File: config.mk
export PLATFORM = sky130hd
export DESIGN_NAME = pipelined_write_assembler
export DESIGN_NICKNAME = d
export VERILOG_FILES = /design/src/rtl/pipelined_write_assembler.sv
export SDC_FILE = /design/constraint.sdc
export NUM_CORES = 1
export LEC_CHECK = 0
export ABC_AREA = 1
export BUFFER_PORTS_ARGS = -buffer_cell sky130_fd_sc_hd__clkbuf_2
export CAP_MARGIN = 0
export CORE_MARGIN = 4
export CORE_UTILIZATION = 51
export CTS_CLUSTER_SIZE = 30
export DETAILED_ROUTE_END_ITERATION = 8
export PLACE_DENSITY = 0.7
export SETUP_SLACK_MARGIN = 0.2
export SYNTH_ARGS = -nofsm -noshare
export SYNTH_HDL_FRONTEND = slang
export SYNTH_SLANG_ARGS = --single-unit
File: constraint.sdc
create_clock -name clk -period 4.4 [get_ports clk]
set_input_delay 0.66 -clock clk [delete_from_list [all_inputs] [get_ports clk]]
set_output_delay 0.66 -clock clk [all_outputs]
set_load 0.05 [all_outputs]
File: src/rtl/pipelined_write_assembler.sv
// Pipelined-write assembler: gathers 1..MAX_WR_CYCLES data cycles that follow a
// command cycle into one wide write, queues it in a small output FIFO, and
// reports write-done pulses, protocol errors and output overflow.
module pipelined_write_assembler #(
  parameter int unsigned WR_WIDTH      = 8,
  parameter int unsigned MAX_WR_CYCLES = 4,
  parameter int unsigned OUT_DEPTH     = 2,
  localparam int unsigned NCW          = $clog2(MAX_WR_CYCLES),
  localparam int unsigned DW           = MAX_WR_CYCLES * WR_WIDTH
) (
  input  logic                clk,
  input  logic                rst,
  input  logic                in_cmd_val,
  input  logic [NCW-1:0]      in_num_cycles,
  input  logic [2:0]          in_write_type,
  input  logic [1:0]          in_cycle_type,
  input  logic [WR_WIDTH-1:0] in_dat,
  output logic                out_vld,
  input  logic                out_rdy,
  output logic [DW-1:0]       out_dat,
  output logic [NCW:0]        out_num_cycles,
  output logic [2:0]          out_write_type,
  output logic                wdone,
  output logic                err_proto,
  output logic                err_ovf
);

  localparam int unsigned EW = NCW + 1;
  localparam int unsigned PW = (OUT_DEPTH > 1) ? $clog2(OUT_DEPTH) : 1;
  localparam int unsigned CW = $clog2(OUT_DEPTH + 1);

  localparam logic [2:0] WtMulti  = 3'd1;
  localparam logic [2:0] WtSingle = 3'd2;

  localparam logic [1:0] CtIdle  = 2'd0;
  localparam logic [1:0] CtValid = 2'd1;
  localparam logic [1:0] CtDone  = 2'd2;

  typedef enum logic {StIdle, StData} state_e;

  state_e        r_state, w_state_nxt;
  logic [EW-1:0] r_exp, w_exp_nxt;
  logic [2:0]    r_type, w_type_nxt;
  logic [NCW-1:0] r_cnt, w_cnt_nxt;
  logic [DW-1:0] r_asm, w_asm_nxt, w_asm_ins;

  logic [EW-1:0] w_cmd_exp;
  logic          w_last;
  logic          w_push;
  logic          w_proto;
  logic          w_beat_ok;

  // Output FIFO storage and control
  logic [DW-1:0] r_fdat  [OUT_DEPTH];
  logic [EW-1:0] r_fnum  [OUT_DEPTH];
  logic [2:0]    r_ftype [OUT_DEPTH];
  logic [PW-1:0] r_wp, r_rp;
  logic [CW-1:0] r_occ;
  logic          w_full, w_pop, w_accept;

  logic r_wdone, r_err_proto, r_err_ovf;
  logic w_wdone_nxt;

  function automatic logic [PW-1:0] ptr_inc(input logic [PW-1:0] p);
    if (p == PW'(OUT_DEPTH - 1)) return '0;
    return p + PW'(1);
  endfunction

  // A zero count on the command means the maximum number of beats.
  assign w_cmd_exp = (in_num_cycles == '0) ? EW'(MAX_WR_CYCLES) : {1'b0, in_num_cycles};
  assign w_last    = ({1'b0, r_cnt} == (r_exp - EW'(1)));

  // Assembly register with the current input beat dropped into its slot.
  always_comb begin
    w_asm_ins = r_asm;
    w_asm_ins[r_cnt*WR_WIDTH +: WR_WIDTH] = in_dat;
  end

  // Next-state and per-cycle event decode for the command/data FSM.
  always_comb begin
    w_state_nxt = r_state;
    w_exp_nxt   = r_exp;
    w_type_nxt  = r_type;
    w_cnt_nxt   = r_cnt;
    w_asm_nxt   = r_asm;
    w_push      = 1'b0;
    w_proto     = 1'b0;
    w_beat_ok   = 1'b0;
    unique case (r_state)
      StIdle: begin
        if (in_cmd_val) begin
          w_exp_nxt   = w_cmd_exp;
          w_type_nxt  = in_write_type;
          w_cnt_nxt   = '0;
          w_asm_nxt   = '0;
          w_state_nxt = StData;
        end else if (in_cycle_type != CtIdle) begin
          w_proto = 1'b1;
        end
      end
      StData: begin
        if (in_cmd_val) begin
          // Abandon the write in flight and start the new one immediately.
          w_proto    = 1'b1;
          w_exp_nxt  = w_cmd_exp;
          w_type_nxt = in_write_type;
          w_cnt_nxt  = '0;
          w_asm_nxt  = '0;
        end else begin
          unique case (in_cycle_type)
            CtIdle: ;
            CtValid: begin
              if (!w_last) begin
                w_asm_nxt = w_asm_ins;
                w_cnt_nxt = r_cnt + NCW'(1);
                w_beat_ok = 1'b1;
              end else begin
                w_proto     = 1'b1;
                w_state_nxt = StIdle;
              end
            end
            CtDone: begin
              if (w_last) begin
                w_push    = 1'b1;
                w_beat_ok = 1'b1;
              end else begin
                w_proto = 1'b1;
              end
              w_state_nxt = StIdle;
            end
            default: begin
              w_proto     = 1'b1;
              w_state_nxt = StIdle;
            end
          endcase
        end
      end
      default: w_state_nxt = StIdle;
    endcase
  end

  // FSM and assembly registers.
  always_ff @(posedge clk or posedge rst) begin
    if (rst) begin
      r_state <= StIdle;
      r_exp   <= '0;
      r_type  <= '0;
      r_cnt   <= '0;
      r_asm   <= '0;
    end else begin
      r_state <= w_state_nxt;
      r_exp   <= w_exp_nxt;
      r_type  <= w_type_nxt;
      r_cnt   <= w_cnt_nxt;
      r_asm   <= w_asm_nxt;
    end
  end

  assign out_vld  = (r_occ != '0);
  assign w_full   = (r_occ == CW'(OUT_DEPTH));
  assign w_pop    = out_vld && out_rdy;
  // A pop on the same edge frees the slot a full FIFO needs.
  assign w_accept = w_push && (!w_full || w_pop);

  // FIFO storage, pointers and occupancy.
  always_ff @(posedge clk or posedge rst) begin
    if (rst) begin
      for (int i = 0; i < int'(OUT_DEPTH); i++) begin
        r_fdat[i]  <= '0;
        r_fnum[i]  <= '0;
        r_ftype[i] <= '0;
      end
      r_wp  <= '0;
      r_rp  <= '0;
      r_occ <= '0;
    end else begin
      if (w_accept) begin
        r_fdat[r_wp]  <= w_asm_ins;
        r_fnum[r_wp]  <= r_exp;
        r_ftype[r_wp] <= r_type;
        r_wp          <= ptr_inc(r_wp);
      end
      if (w_pop) begin
        r_rp <= ptr_inc(r_rp);
      end
      if (w_accept && !w_pop) begin
        r_occ <= r_occ + CW'(1);
      end else if (!w_accept && w_pop) begin
        r_occ <= r_occ - CW'(1);
      end
    end
  end

  assign out_dat        = r_fdat[r_rp];
  assign out_num_cycles = r_fnum[r_rp];
  assign out_write_type = r_ftype[r_rp];

  assign w_wdone_nxt = ((r_type == WtMulti) && w_beat_ok) ||
                       ((r_type == WtSingle) && w_accept);

  // Registered one-cycle status pulses.
  always_ff @(posedge clk or posedge rst) begin
    if (rst) begin
      r_wdone     <= 1'b0;
      r_err_proto <= 1'b0;
      r_err_ovf   <= 1'b0;
    end else begin
      r_wdone     <= w_wdone_nxt;
      r_err_proto <= w_proto;
      r_err_ovf   <= w_push && !w_accept;
    end
  end

  assign wdone     = r_wdone;
  assign err_proto = r_err_proto;
  assign err_ovf   = r_err_ovf;

endmodule

Yosys cells after proc, flatten, opt, wreduce, memory -nomap -nowiden:

Index checks and enable logic that the tools add are counted.
W data, S select, Z words.

* add/subtract/negate cells: 7
* mux-type cells: 57
* magnitude comparators: 3
* eq/ne operators: 9
* bitwise operators: 3
* shifts and indexed selects: 2
* reductions and logical operators: 19

Operators with widths (count)
* $mux W32: 8
* $bwmux W64: 1
* $pmux W32 S2: 1
* $neg A5 Y34: 1
* $shift A8 B34 Y32 const A: 1
* $shiftx A8 B34 Y32: 1
* $bwmux W32: 1
* $demux W32 S1: 1
* $mux W3: 10
* $mux W1: 20
* $bwmux W6: 2
* $mux W2: 6
* $logic_and A1 B1 Y1: 8
* $pmux W1 S2: 4
* $reduce_bool A2 Y1: 3
* $add A2 B1 Y2 const B: 2
* $eq A2 B2 Y1 const B: 2
* $ge A2 B2 Y1 const B: 2
* $logic_not A2 Y1: 2
* $not A1 Y2: 2
* $pmux W2 S2: 1
* $demux W3 S1: 1
* $eq A2 B3 Y1: 1
* $eq A3 B1 Y1 const B: 1
* 14 further kinds: 18

* register bits after elaboration: 124
* logic and storage cells: 117
* bits of input ports: 19

Longest topological paths before layout:

* depth after elaboration: 11
* mapped depth: 14
* mapped depth without buffers: 13

Worst setup path after synthesis:

No wires, ideal clock.

* path kind: register to register
* from: reg r_exp[0]
* to: reg r_occ[1]
* data arrival time: 2013 ps
* slack: 2256 ps
* library setup time: 131 ps
* buffers on the path: 1
* stages on the path, launching flop included: 15
* required time: 4269 ps
* clock period less this slack: 2144 ps
* cells stage by stage: dfrtp_1 inv_2 ha_1 inv_1 nand2_1 nand2_1 nand3_4 nor2_4 buf_6 nand2_1 inv_1 ha_1 a21oi_1 o21ai_0 xor2_1

* longest elaborated chain between the ends: 10
* elaborated cells on any way between the ends: 12

Ends and longest elaborated chain
* start, declared: RTL line 42 `logic [EW-1:0] r_exp, w_exp_nxt;`
* start signal, assigned: RTL line 152 `r_exp <= w_exp_nxt;`
* $sub A3 B1 Y3 *: RTL line 71 `assign w_last = ({1'b0, r_cnt} == (r_exp - EW'(1)));`
* $eq A2 B3 Y1 *: RTL line 71
* $mux W1 *: RTL line 123 `if (w_last) begin`
* $mux W1 *: RTL line 110 `unique case (in_cycle_type)`
* $mux W1 *: RTL line 102 `if (in_cmd_val) begin`
* $mux W1 *: RTL line 89 `unique case (r_state)`
* $logic_and A1 B1 Y1 *: RTL line 163 `assign w_accept = w_push && (!w_full || w_pop);`
* via w_accept: RTL line 59 `logic w_full, w_pop, w_accept;`
* $logic_not A1 Y1: RTL line 188 `end else if (!w_accept && w_pop) begin`
* $logic_and A1 B1 Y1: RTL line 188
* $reduce_bool A2 Y1 (no source line)
* end signal, assigned: RTL line 187 `r_occ <= r_occ + CW'(1);`
* end signal, assigned: RTL line 189 `r_occ <= r_occ - CW'(1);`
* end, declared: RTL line 58 `logic [CW-1:0] r_occ;`

Mark *: on every way through the listed nets, which the timed path passes. The rest lies on a longest branch.
A chain may end at the register's enable or synchronous reset.

Final worst setup path:

* from: reg r_exp[0]
* to: reg r_fdat[31] in the netlist's numbering

* longest elaborated chain between the ends: 7

Ends and longest elaborated chain
* $sub A3 B1 Y3: RTL line 71
* $eq A2 B3 Y1: RTL line 71
* $mux W1: RTL line 123
* $mux W1: RTL line 110
* $mux W1: RTL line 102
* $mux W1: RTL line 89
* $logic_and A1 B1 Y1: RTL line 163
* end signal, assigned by index: RTL line 178 `r_fdat[r_wp] <= w_asm_ins;`
* end, declared: RTL line 54 `logic [DW-1:0] r_fdat [OUT_DEPTH];`

No other way between the ends.

==> impl_metrics.json <==
{
  "wl_um": 15300,
  "path_delay_family": "simple AND/OR/NAND/NOR gates",
  "drive_gt1_share_pct": 14.5,
  "vias": 5444,
  "wl_met3_um": 881,
  "clkTransAtPathRegs_ns": 0.05,
  "grt_pass1_wl_um": 25900,
  "track_usage_pct": 22.7,
  "yosysUniqueCellTypes": 32,
  "die_h_um": 118,
  "power.leakage_nw": 3.96,
  "syn_avg_cell_area_um2": 7.77,
  "route.detailed.drc": 0,
  "final_max_slew_viol_count": 0,
  "ir_drop_uv": 321,
  "grt_pass1_vias": 5270,
  "cts_max_level": 4,
  "cts_setup_buffers": 0,
  "drtAntennaViolNets": 0,
  "worstPathCellList": "inv_2 -> ha_1 -> inv_1 -> nand2_1 -> nand2_1 -> nand2_1 -> nor2_1 -> nand4_1 -> buf_4 -> nand2_1 -> nand2_1",
  "place.gp.congestion": 0.852,
  "areaGrowthSynthToFinish_pct": 14.6,
  "finalNonFillerCells": 994,
  "grt_max_degree": 125,
  "synthCells": 800,
  "core-area_um2": 12000,
  "slowest_stage": "nand4_1",
  "hold_violations": 0,
  "status": "finished clean",
  "slew_headroom_pct": 33.1,
  "crit_type": "flop to flop",
  "cts-buffers-inserted": 17,
  "routedWlPerCell_um": 15.4,
  "synth_fp_nets": 826,
  "clock-sinks": 124,
  "crit_path_frequent_cell": "nand2_1",
  "slowest_delay_ns": 0.80,
  "vias_per_cell": 5.48,
  "power.density_nw_per_um2": 526,
  "cts_root_buf": "clkbuf_16",
  "cts_resized": 0,
  "reg2reg_from": "r_exp[0]$_DFFE_PP0P_",
  "startpoint_type": "flop",
  "cp_data_required_time_ns": 4.69,
  "top_layer": "met4",
  "period_share_pct": 66.6,
  "crit_buf_inv": 3,
  "cap_violations": 0,
  "r2r-end": "r_fdat[31]$_DFFE_PP0P_",
  "yosys_warnings": 0,
  "wl_met2_um": 7260,
  "antenna_found_initial": 0,
  "ys_seq_area_share_pct": 49.9,
  "place_hpwl_um": 9760,
  "synth_area_um2": 6220,
  "dp.cells": 962,
  "numPortBuffers": 60,
  "grt_setup_unrepaired": "no",
  "fin_worst_skew_ns": 0.00597,
  "layout_min_cycle_time_ns": 2.93,
  "cts_buffer_depth": 2,
  "die-area_um2": 14000,
  "initial_core_util_pct": 52.0,
  "die_x_um": 118,
  "crit_arrival_ns": 3.22,
  "drtPass1Iterations": 5,
  "grt_overflow_total": 0,
  "setup-tns-final_ns": 0,
  "fin_nets": 860,
  "cp_max_fo": 21,
  "drtIter0Drc": 452,
  "row_count": 40,
  "io_pins": 61,
  "clock_latency_ns": 0.41,
  "cts_tree": "built",
  "synth_seq_cells": 124,
  "setup_violations": 0,
  "reg2reg_depth": 11,
  "worst_slew_pin_slew_ns": 1.00,
  "wl_met1_um": 6830,
  "regToRegSetupSlack_ns": 1.47,
  "max_freq_mhz": 341,
  "cp-end-kind": "flop",
  "hp-class": "primary input to async pin",
  "diodes": 0,
  "holdBufCountCts": 0
}
flip-flops by register name (all words and copies together), names as in the netlist:
register   count
r_exp          3
r_state        1
err_proto      1
r_fdat        64
r_wp           1
r_type         3
r_ftype        6
r_rp           1
r_fnum         6
err_ovf        1
r_occ          2
r_cnt          2
wdone          1
r_asm         32
per-stage QoR:
step / power [mW] / hold WS (ns) / utilization (%) / area [um2] / setup slack, ns
global route: 3.92 / 0.455 / 59.6 / 7130 / 1.24
detailed placement: 2.26 / 0.459 / 54.2 / 6490 / 1.43
finish: 3.75 / 0.370 / 59.6 / 7130 / 1.47
floorplan: 2.03 / 0.442 / - / 6220 / 0.441
global placement: 2.24 / 0.453 / 54.2 / 6490 / 1.45
CTS: 3.76 / 0.442 / 59.6 / 7130 / 1.45
how the worst max path moves through the flow:
| stage | endpoint | cells after the start | startpoint | slack, ns |
|---|---|---|---|---|
| after floorplan | err_ovf$_DFF_PP0_ | 1 | rst | 0.44 |
| after CTS | r_fdat[31]$_DFFE_PP0P_ | 11 | r_exp[0]$_DFFE_PP0P_ | 1.45 |
| after detailed placement | r_fdat[31]$_DFFE_PP0P_ | 8 | in_cmd_val | 1.43 |
| final | r_fdat[31]$_DFFE_PP0P_ | 11 | r_exp[0]$_DFFE_PP0P_ | 1.47 |
| after global routing | r_ftype[2]$_DFFE_PP0P_ | 11 | r_exp[0]$_DFFE_PP0P_ | 1.24 |
| after global placement | r_fdat[16]$_DFFE_PP0P_ | 11 | r_exp[0]$_DFFE_PP0P_ | 1.45 |
cells by family (layout without fill, tap and decap cells):
logic type,count (synthesis),after routing,share of synthesized area [%]
adder cells (fa/ha/maj),7,7,1.41
buffers and inverters,83,130,6.56
AO/OA/AOI/OAI,41,41,3.70
flip-flops,124,124,49.9
AND/OR/NAND/NOR,540,540,37.6
XOR/XNOR,5,5,0.825
cells in the mapped netlist, drive strengths merged:
master  number  area [um2]
a21oi       11        66.3
a22o         1        8.76
buf         30         209
clkbuf      24        90.1
dfrtp      124        3100
ha           7        87.6
inv         29         109
nand2      416        1570
nand3       23         145
nand3b       1        7.51
nand4       80         500
nor2        16        88.8
nor3         3        20.0
o21ai       21         105
o22ai        8        50.1
or2          1        6.26
xnor2        2        25.0
xor2         3        26.3
power breakdown:
group	total [mW]	switching, mW	internal (mW)
clock	1.50	0.492	1.01
combinational	0.912	0.724	0.187
sequential	1.33	0.0901	1.24
worst register-to-register path, delay by kind of cell (launching register included):
kind | cells | cell delay, ns
buffers and inverters | 3 | 0.67
flip-flops | 1 | 0.41
AND/OR/NAND/NOR | 7 | 1.42
adder cells (fa/ha/maj) | 1 | 0.31
layout make-up:
| class | instances | area, um2 |
|---|---|---|
| inverter | 29 | 111 |
| multi-input combinational | 593 | 2710 |
| clock inverter | 5 | 100 |
| sequential | 124 | 3100 |
| tap | 147 | 184 |
| clock buffer | 27 | 543 |
| fill | 1078 | 4830 |
| timing repair buffer | 69 | 380 |
placed cells by master, fill, tap and decap left out, types with 2 or more instances in the layout:
cell type,netlist,final
nand2_1,412,412
dfrtp_1,124,124
nand4_1,80,80
clkbuf_2,0,60
inv_1,21,20
nand3_1,20,20
clkbuf_16,0,17
o21ai_0,13,13
nor2_1,12,12
a21oi_1,10,10
inv_2,8,8
o22ai_1,8,8
o21ai_1,8,8
clkbuf_8,0,8
buf_4,3,8
ha_1,7,7
nand2_2,4,4
xor2_1,3,3
bufinv_16,0,3
nor2_2,2,2
nand3_4,2,2
nor3_1,2,2
clkbuf_1,24,2
clkinv_2,0,2
per-layer routing:
metal | vias up | global-route usage (%)
li1 | 2657 | -
met1 | 2588 | 29.6
met2 | 169 | 36.7
met3 | 30 | 5.31
met4 | 0 | 8.98
met5 | - | 0
(Power assumes the default switching activity.)
